### config.mk
export PLATFORM = sky130hd
export DESIGN_NAME = dispensador_salida
export DESIGN_NICKNAME = d
export VERILOG_FILES = /design/src/rtl/maquina_pkg.sv /design/src/rtl/temporizador.sv /design/src/rtl/dispensador_salida.sv
export SDC_FILE = /design/constraint.sdc
export NUM_CORES = 1
export LEC_CHECK = 0
export CAP_MARGIN = 25
export CORE_MARGIN = 5
export CORE_UTILIZATION = 35
export DETAILED_ROUTE_END_ITERATION = 10
export GPL_ROUTABILITY_DRIVEN = 0
export PLACE_DENSITY = 0.64
export SLEW_MARGIN = 20
export SYNTH_ARGS = -nofsm -noshare
export SYNTH_HDL_FRONTEND = slang
export SYNTH_SLANG_ARGS = --single-unit
### constraint.sdc
create_clock -name clk -period 2.15 [get_ports clk]
set_clock_uncertainty 0.15 [all_clocks]
set_input_delay 0.43 -clock clk [delete_from_list [all_inputs] [get_ports clk]]
set_output_delay 0.43 -clock clk [all_outputs]
set_load 0.01 [all_outputs]
### src/rtl/maquina_pkg.sv
// Shared types for the vending machine: output-stage FSM states, product codes
// and the sale record handed from mealy_fsm to dispensador_salida.
package maquina_pkg;

   typedef enum logic [2:0] {
      IDLE, VEND, PAY_REQ, PAY_REL, FIN, FALLA
   } estado_disp_t;

   localparam logic [1:0] PROD_NINGUNO = 2'b00;
   localparam logic [1:0] PROD_A       = 2'b01;
   localparam logic [1:0] PROD_B       = 2'b10;
   localparam logic [1:0] PROD_C       = 2'b11;

   typedef struct packed {
      logic [1:0] producto;
      logic [1:0] cambio;
   } venta_t;

   function automatic logic [2:0] motor_onehot(input logic [1:0] p);
      case (p)
         PROD_A:  return 3'b001;
         PROD_B:  return 3'b010;
         PROD_C:  return 3'b100;
         default: return 3'b000;
      endcase
   endfunction

endpackage

### src/rtl/temporizador.sv
// Loadable down-counter that stops at zero; expira flags the zero state.
// Shared by the motor pulse and the hopper handshake timeout.
module temporizador #(
   parameter int W = 5
) (
   input  logic         clk,
   input  logic         rst,
   input  logic         carga,
   input  logic [W-1:0] valor,
   output logic         expira
);

   logic [W-1:0] cnt;

   always_ff @(posedge clk) begin
      if (!rst)             cnt <= '0;
      else if (carga)       cnt <= valor;
      else if (cnt != '0)   cnt <= cnt - 1'b1;
   end

   assign expira = (cnt == '0);

endmodule

### src/rtl/dispensador_salida.sv
// Vending machine output stage: motor pulse, coin-by-coin change payout over a
// four-phase hopper handshake, one-deep pending sale slot, sticky timeout fault.
module dispensador_salida
   import maquina_pkg::*;
#(
   parameter int PULSE_CYCLES = 4,
   parameter int ACK_TIMEOUT  = 16
) (
   input  logic       clk,
   input  logic       rst,
   input  logic       listo,
   input  logic [1:0] producto,
   input  logic [1:0] cambio,
   input  logic       hopper_ack,
   output logic [2:0] motor,
   output logic       hopper_req,
   output logic       ocupado,
   output logic       entregado,
   output logic       sobrecarga,
   output logic       falla,
   output logic [1:0] monedas_rest
);

   localparam int MAXC = (PULSE_CYCLES > ACK_TIMEOUT) ? PULSE_CYCLES : ACK_TIMEOUT;
   localparam int CW   = $clog2(MAXC + 1);

   estado_disp_t estado, sig;
   venta_t       entrada, pend, sel;
   logic         pend_vld;
   logic [1:0]   prod_act, prod_sig, mon_sig;
   logic         cargar, dec;
   logic         t_carga, t_exp;
   logic [CW-1:0] t_valor;

   assign entrada = {producto, cambio};

   temporizador #(.W(CW)) u_tmr (
      .clk    (clk),
      .rst    (rst),
      .carga  (t_carga),
      .valor  (t_valor),
      .expira (t_exp)
   );

   always_ff @(posedge clk) begin
      if (!rst) estado <= IDLE;
      else      estado <= sig;
   end

   // The awaited ack level is checked before expiry so a last-cycle ack wins.
   always_comb begin
      sig    = estado;
      cargar = 1'b0;
      dec    = 1'b0;
      sel    = pend_vld ? pend : entrada;
      case (estado)
         IDLE: if (pend_vld || listo) begin
            cargar = 1'b1;
            if (sel.producto != PROD_NINGUNO) sig = VEND;
            else if (sel.cambio != 2'd0)      sig = PAY_REQ;
            else                              sig = FIN;
         end
         VEND:    if (t_exp) sig = (monedas_rest != 2'd0) ? PAY_REQ : FIN;
         PAY_REQ: if (hopper_ack) begin
            dec = 1'b1;
            sig = PAY_REL;
         end else if (t_exp) sig = FALLA;
         PAY_REL: if (!hopper_ack) sig = (monedas_rest != 2'd0) ? PAY_REQ : FIN;
                  else if (t_exp)  sig = FALLA;
         FIN:     sig = IDLE;
         FALLA:   sig = FALLA;
         default: sig = IDLE;
      endcase

      prod_sig = cargar ? sel.producto : prod_act;
      if (sig == FALLA) mon_sig = 2'd0;
      else if (cargar)  mon_sig = sel.cambio;
      else if (dec)     mon_sig = monedas_rest - 2'd1;
      else              mon_sig = monedas_rest;

      t_carga = (sig != estado) && (sig inside {VEND, PAY_REQ, PAY_REL});
      t_valor = (sig == VEND) ? CW'(PULSE_CYCLES - 1) : CW'(ACK_TIMEOUT - 1);
   end

   // Outputs are decoded from the next state so they line up with the state register.
   always_ff @(posedge clk) begin
      if (!rst) begin
         prod_act     <= PROD_NINGUNO;
         monedas_rest <= 2'd0;
         motor        <= 3'b000;
         hopper_req   <= 1'b0;
         ocupado      <= 1'b0;
         entregado    <= 1'b0;
         falla        <= 1'b0;
         sobrecarga   <= 1'b0;
         pend         <= '0;
         pend_vld     <= 1'b0;
      end else begin
         prod_act     <= prod_sig;
         monedas_rest <= mon_sig;
         motor        <= (sig == VEND) ? motor_onehot(prod_sig) : 3'b000;
         hopper_req   <= (sig == PAY_REQ);
         ocupado      <= (sig != IDLE);
         entregado    <= (sig == FIN);
         falla        <= (sig == FALLA);

         if (sig == FALLA) begin
            pend_vld   <= 1'b0;
            sobrecarga <= 1'b0;
         end else if (estado == IDLE) begin
            // Pending sale is being served; a simultaneous listo refills the slot.
            if (pend_vld) begin
               pend     <= entrada;
               pend_vld <= listo;
            end
         end else if (listo) begin
            if (pend_vld) sobrecarga <= 1'b1;
            else begin
               pend     <= entrada;
               pend_vld <= 1'b1;
            end
         end
      end
   end

endmodule
=== After elaboration in Yosys (flattened, before gate mapping) ===
Cells that the tools add are included.

* $add $sub $neg: 2
* Equal/unequal tests: 14
* Multiplexer cells: 27
* Bitwise gates (word level): 3
* Reductions and logical operators: 17

{| class="wikitable"
|+ Operator list
! kind !! count
|-
| two-way mux 3 bit || 8
|-
| two-way mux 4 bit || 5
|-
| one-hot mux 3 bit (5 select lines) || 1
|-
| equality test 3 x 2 -> 1 bit, second input constant || 4
|-
| nonzero test 2 bit || 6
|-
| two-way mux 5 bit || 2
|-
| equality test 3 bit, second input constant || 3
|-
| one-hot mux 3 bit (3 select lines) || 1
|-
| two-way mux 1 bit || 7
|-
| equality test 3 x 1 -> 1 bit, second input constant || 2
|-
| two-way mux 2 bit || 3
|-
| AND reduction 3 bit || 2
|-
| nonzero test 3 bit || 2
|-
| zero test 5 bit || 1
|-
| nonzero test 5 bit || 1
|-
| subtractor 5 x 1 -> 5 bit, second input constant || 1
|-
| equality test 2 bit, second input constant || 2
|-
| zero test 3 bit || 1
|-
| inequality test 3 bit || 1
|-
| inverter 1 bit || 3
|-
| equality test 2 x 1 -> 1 bit, second input constant || 1
|-
| inequality test 2 bit, second input constant || 1
|-
| AND reduction 2 bit || 1
|-
| OR reduction 2 bit || 1
|-
| 3 further kinds || 3
|}

* Register bits: 25
* Input port bits: 8
* Output and inout bits: 10
* Word-level logic and storage cells: 76

=== Longest topological paths before layout ===
* Depth in word-level cells: 10
* Gate-level depth with buffers: 10
* Depth with buffers taken out: 8

=== Hierarchy ===
A second synthesis with hierarchy kept.

* Cells, all modules: 170
* Area total of the unflattened synthesis: 1,483.9 sq um

{| class="wikitable"
|+ By module, submodules not included
! module !! instances !! cells an instance !! area each (sq um) !! sequential area each (sq um)
|-
| dispensador_salida || 1 || 136 || 1,183.6 || 400.4
|-
| temporizador || 1 || 34 || 300.3 || 100.1
|}

=== Worst setup path after synthesis ===
Ideal clock, no wire load.

* Path kind: flip-flop to flip-flop
* From: register u_tmr.cnt[0]
* To: register u_tmr.cnt[0]
* Library setup time: 58 ps
* Arrival time: 2,001 ps
* Required time: 1,942 ps
* Path slack: -59 ps
* Cell stages (with the launch flop): 10
* Buffers on the path: 1
* Period minus slack after synthesis: 2,209 ps
* Path through: dfxtp_1 > inv_1 > ha_1 > or4b_1 > clkbuf_2 > nor3_2 > nor3_1 > o211a_1 > nor3b_2 > o21a_1

* Word-level cells in the longest chain between the ends: 8
* Elaborated cells on any way between the ends: 17
* Classes of those cells: add/sub: 1; eq/ne: 4; mux: 7; reduce/logical: 5

{| class="wikitable"
|+ RTL lines
! item !! line !! source
|-
| start: declaration || temporizador.sv:13 || <nowiki>logic [W-1:0] cnt;</nowiki>
|-
| start signal: assignment || temporizador.sv:17 || <nowiki>else if (carga) cnt <= valor;</nowiki>
|-
| start signal: assignment || temporizador.sv:18 || <nowiki>else if (cnt != '0) cnt <= cnt - 1'b1;</nowiki>
|-
| zero test 5 bit || temporizador.sv:21 || <nowiki>assign expira = (cnt == '0);</nowiki>
|-
| two-way mux 3 bit || dispensador_salida.sv:67, dispensador_salida.sv:69 ||
|-
| two-way mux 3 bit, on equally long branches || dispensador_salida.sv:68, dispensador_salida.sv:64 ||
|-
| one-hot mux 3 bit (5 select lines) || dispensador_salida.sv:56 || <nowiki>case (estado)</nowiki>
|-
| equality test 3 x 1 -> 1 bit or equality test 3 x 2 -> 1 bit (tied branches) || dispensador_salida.sv:81 || <nowiki>t_carga = (sig != estado) && (sig inside {VEND, PAY_REQ, PAY_REL});</nowiki>
|-
| nonzero test 3 bit || dispensador_salida.sv:81 ||
|-
| logical AND 1 bit || dispensador_salida.sv:81 ||
|-
| two-way mux 5 bit or nonzero test 2 bit (tied branches) || -- ||
|}

Parallel ways exist; a longest one is shown, timed or not. The select of a mux whose other input is x is not followed.
A chain may end at the register's enable or synchronous reset.

=== Final worst setup path ===
* From: register u_tmr.cnt[0]
* To: register u_tmr.cnt[2]

* Word-level cells in the longest chain between the ends: 8
* Elaborated cells on any way between the ends: 18
* Classes of those cells: add/sub: 1; eq/ne: 4; mux: 8; reduce/logical: 5

{| class="wikitable"
|+ RTL lines
! item !! line
|-
| zero test 5 bit || temporizador.sv:21
|-
| two-way mux 3 bit || dispensador_salida.sv:67, dispensador_salida.sv:69
|-
| two-way mux 3 bit, on equally long branches || dispensador_salida.sv:68, dispensador_salida.sv:64
|-
| one-hot mux 3 bit (5 select lines) || dispensador_salida.sv:56
|-
| equality test 3 x 1 -> 1 bit or equality test 3 x 2 -> 1 bit (tied branches) || dispensador_salida.sv:81, dispensador_salida.sv:82
|-
| nonzero test 3 bit || dispensador_salida.sv:81
|-
| logical AND 1 bit || dispensador_salida.sv:81
|-
| two-way mux 5 bit or nonzero test 2 bit (tied branches) || --
|}

Parallel ways exist; a longest one is shown, timed or not. The select of a mux whose other input is x is not followed.

==> flow_summary.ini <==
[clocking]
root_buffer = clkbuf_8
clkTransAtPathRegs_ps = 90
cts_hold_buf = 0
clock_path_buffers = 2
insertion_delay_ps = 270
cts_sinks = 25
h-tree-depth = 1
numCtsBuffers = 3
cts_tree = yes

[status]
violations = negative setup slack
outcome = finished with violations

[critical_path]
crit_chain = inv_2 > ha_4 > nor4b_4 > mux2i_1 > nor3_1 > o211a_1 > nor3b_4 > o2bb2ai_1
criticalPathCategory = register to register
arrival_ps = 2230
cp_max_fo = 5
worstPathBufferInverterCount = 1
critical_path_depth = 8
cpLargestDelayFamily = simple AND/OR/NAND/NOR gates
setup.worst_path.end_class = register
ff2ff_path_depth = 8
cp-start-kind = register
slowest_delay_ps = 340
required_ps = 2150
cp_slowest_cell = mux2i_1

[sta]
min_period_over_period = 1.039
hold_violations = 0
timing.hold.ws_ps = 339.2
finalWorstSetupSlack_ps = -83.11
rsz0062_at_grt = true
final-max-slew-violation-count = 0
maxSlewHeadroom = 0.7208
fmax_ghz = 0.4478
post-route-min-period_ps = 2233
setup_viol = 10
worstMarginPinSlew_ps = 417.4

[synthesis]
synthArstFlopShare = 0
syn_nets = 172
synth_edf_count = 0
syn-cell-area_um2 = 1340
ys_types = 42
postSynthCellCount = 161
synth-seq-area-share = 0.3735
ys.warnings.count = 0
synth_flop_cell = dfxtp_1
syn_area_per_cell_um2 = 8.323
yosys_register_bits = 25

[hold_path]
whs_path_depth = 2
worstHoldPathType = register to register

[power]
ir_drop_uv = 653.7
p_per_area_nw_per_um2 = 1492
leakage_uw = 0.0008049

[route]
routed_via_density = 5.150
dr.first_iter.drc_count = 43
dr.pass1.iters = 4
finalWirelength_um = 3340
vias = 1308
routedWlPerCell_um = 13.15
antenna_left = 0
drc_errors = 0

[die]
fp.dieH_um = 71.88
num_io_pins = 18
fp.coreArea_um2 = 3689
fp.dieW_um = 71.88
start_util = 0.3633
rows = 22
die_area_um2 = 5166

[final_layout]
nets = 218
syn2layout_area_growth_pct = 42.95
final_util = 0.5193
drive_gt1_frac = 0.2961
insertedDiodeCount = 0
final_common_cell = buf_4
final_cell_mix = buf_4 (32), dfxtp_1 (23), nor2_1 (20)

[run]
max_cap_viol_count = 0

[global_route]
grt_max_degree = 15
first_global_vias = 1187
overflow = 0
grt_pass1_wl_um = 5306
antenna_found_initial = 0
track_usage = 0.1255

[placement]
place_ws_ps = -387.7
port_buffers = 17
dp_hpwl_um = 2250
## report_power, final
part | switching [uW] | internal (uW) | leakage, uW
Clock | 152 | 130 | 0.0000255
Sequential | 150 | 629 | 0.000205
Combinational | 875 | 923 | 0.000574
Total | 1180 | 1680 | 0.000805
## worst reg2reg max path, delay by kind of cell, from the launching register on
| family | cells | cell delay (ps) |
|---|---|---|
| DFF | 1 | 330 |
| adders and majority gates | 1 | 130 |
| muxes | 1 | 340 |
| buffers and inverters | 1 | 70 |
| and+or+nand+nor | 3 | 700 |
| AOI/OAI and AO/OA | 2 | 400 |
## synth_stat cells, types with 3 or more instances
library cell / instances / area [um2]
nand2b_1: 3 / 18.77
nor2_1: 20 / 75.07
nand2_1: 19 / 71.32
mux2i_1: 9 / 90.09
a21oi_1: 7 / 35.03
xor2_1: 3 / 26.28
o21a_1: 3 / 22.52
nor3_1: 7 / 35.03
nand3_1: 4 / 20.02
ha_1: 3 / 37.54
dfxtp_1: 25 / 500.5
and2_1: 3 / 18.77
xnor2_1: 3 / 26.28
buf_4: 4 / 30.03
a211oi_1: 4 / 30.03
inv_1: 9 / 33.78
o21ai_0: 4 / 20.02
## flip-flops by register name (all words and copies together), names as in the netlist, 2 cells and up
name,flops
estado,3
prod_act,2
motor,3
pend,4
u_tmr.cnt,5
monedas_rest,2
## cell type report
cell class / instances / area, um2
clock buffers: 3 / 41.29
fillers: 336 / 1773
multi-input cells: 119 / 859.6
inverters: 9 / 33.78
repair buffers: 49 / 412.9
clock inverters: 1 / 5.005
well taps: 48 / 60.06
flip-flops and latches: 25 / 503.0
## stage by stage
step | instances | cell area (um2) | power [uW] | TNS (ps)
final | 254 | 1916 | 2857 | -291.0
after global routing | 254 | 1916 | 3075 | -1821
after detailed placement | 244 | 1728 | 2249 | -6043
after global placement | 244 | 1728 | 2230 | -5034
after floorplan | 161 | 1360 | 1757 | -65.18
after CTS | 251 | 1841 | 2674 | -44.35
## path summary, 6_finish.rpt
check | start | end | slack [ps]
setup reg to reg | u_tmr.cnt[0] | u_tmr.cnt[2] | -80
hold reg to reg | pend[0] | pend[0] | 340
hold / removal | pend[0] | pend[0] | 340
setup / recovery | u_tmr.cnt[0] | u_tmr.cnt[2] | -80
## cell families (layout without fill, tap and decap cells)
kind of cell / Yosys count / count (layout) / share of synthesized area
buffers and inverters: 17 / 62 / 0.06162
multiplexers: 9 / 9 / 0.06723
AND/OR/NAND/NOR: 71 / 71 / 0.2755
flip-flops: 25 / 25 / 0.3735
AO/OA/AOI/OAI: 30 / 30 / 0.1550
XOR/XNOR: 6 / 6 / 0.03922
adder cells (fa/ha/maj): 3 / 3 / 0.02801
## metal layers
layer	vias up	GRT usage	part of all wire
met1	626	0.1720	0.47
met2	30	0.1878	0.47
met4	0	0.04593	0.013
li1	648	-	-
met3	4	0.03366	0.050
met5	-	0	0
## timing repair
action | in CTS | in global routing
setup buffers | 3 | 3
pin swaps | 5 | 4
endpoints found under the setup margin | 13 | 18
gates resized for setup | 8 | 12
(Power assumes the default switching activity.)
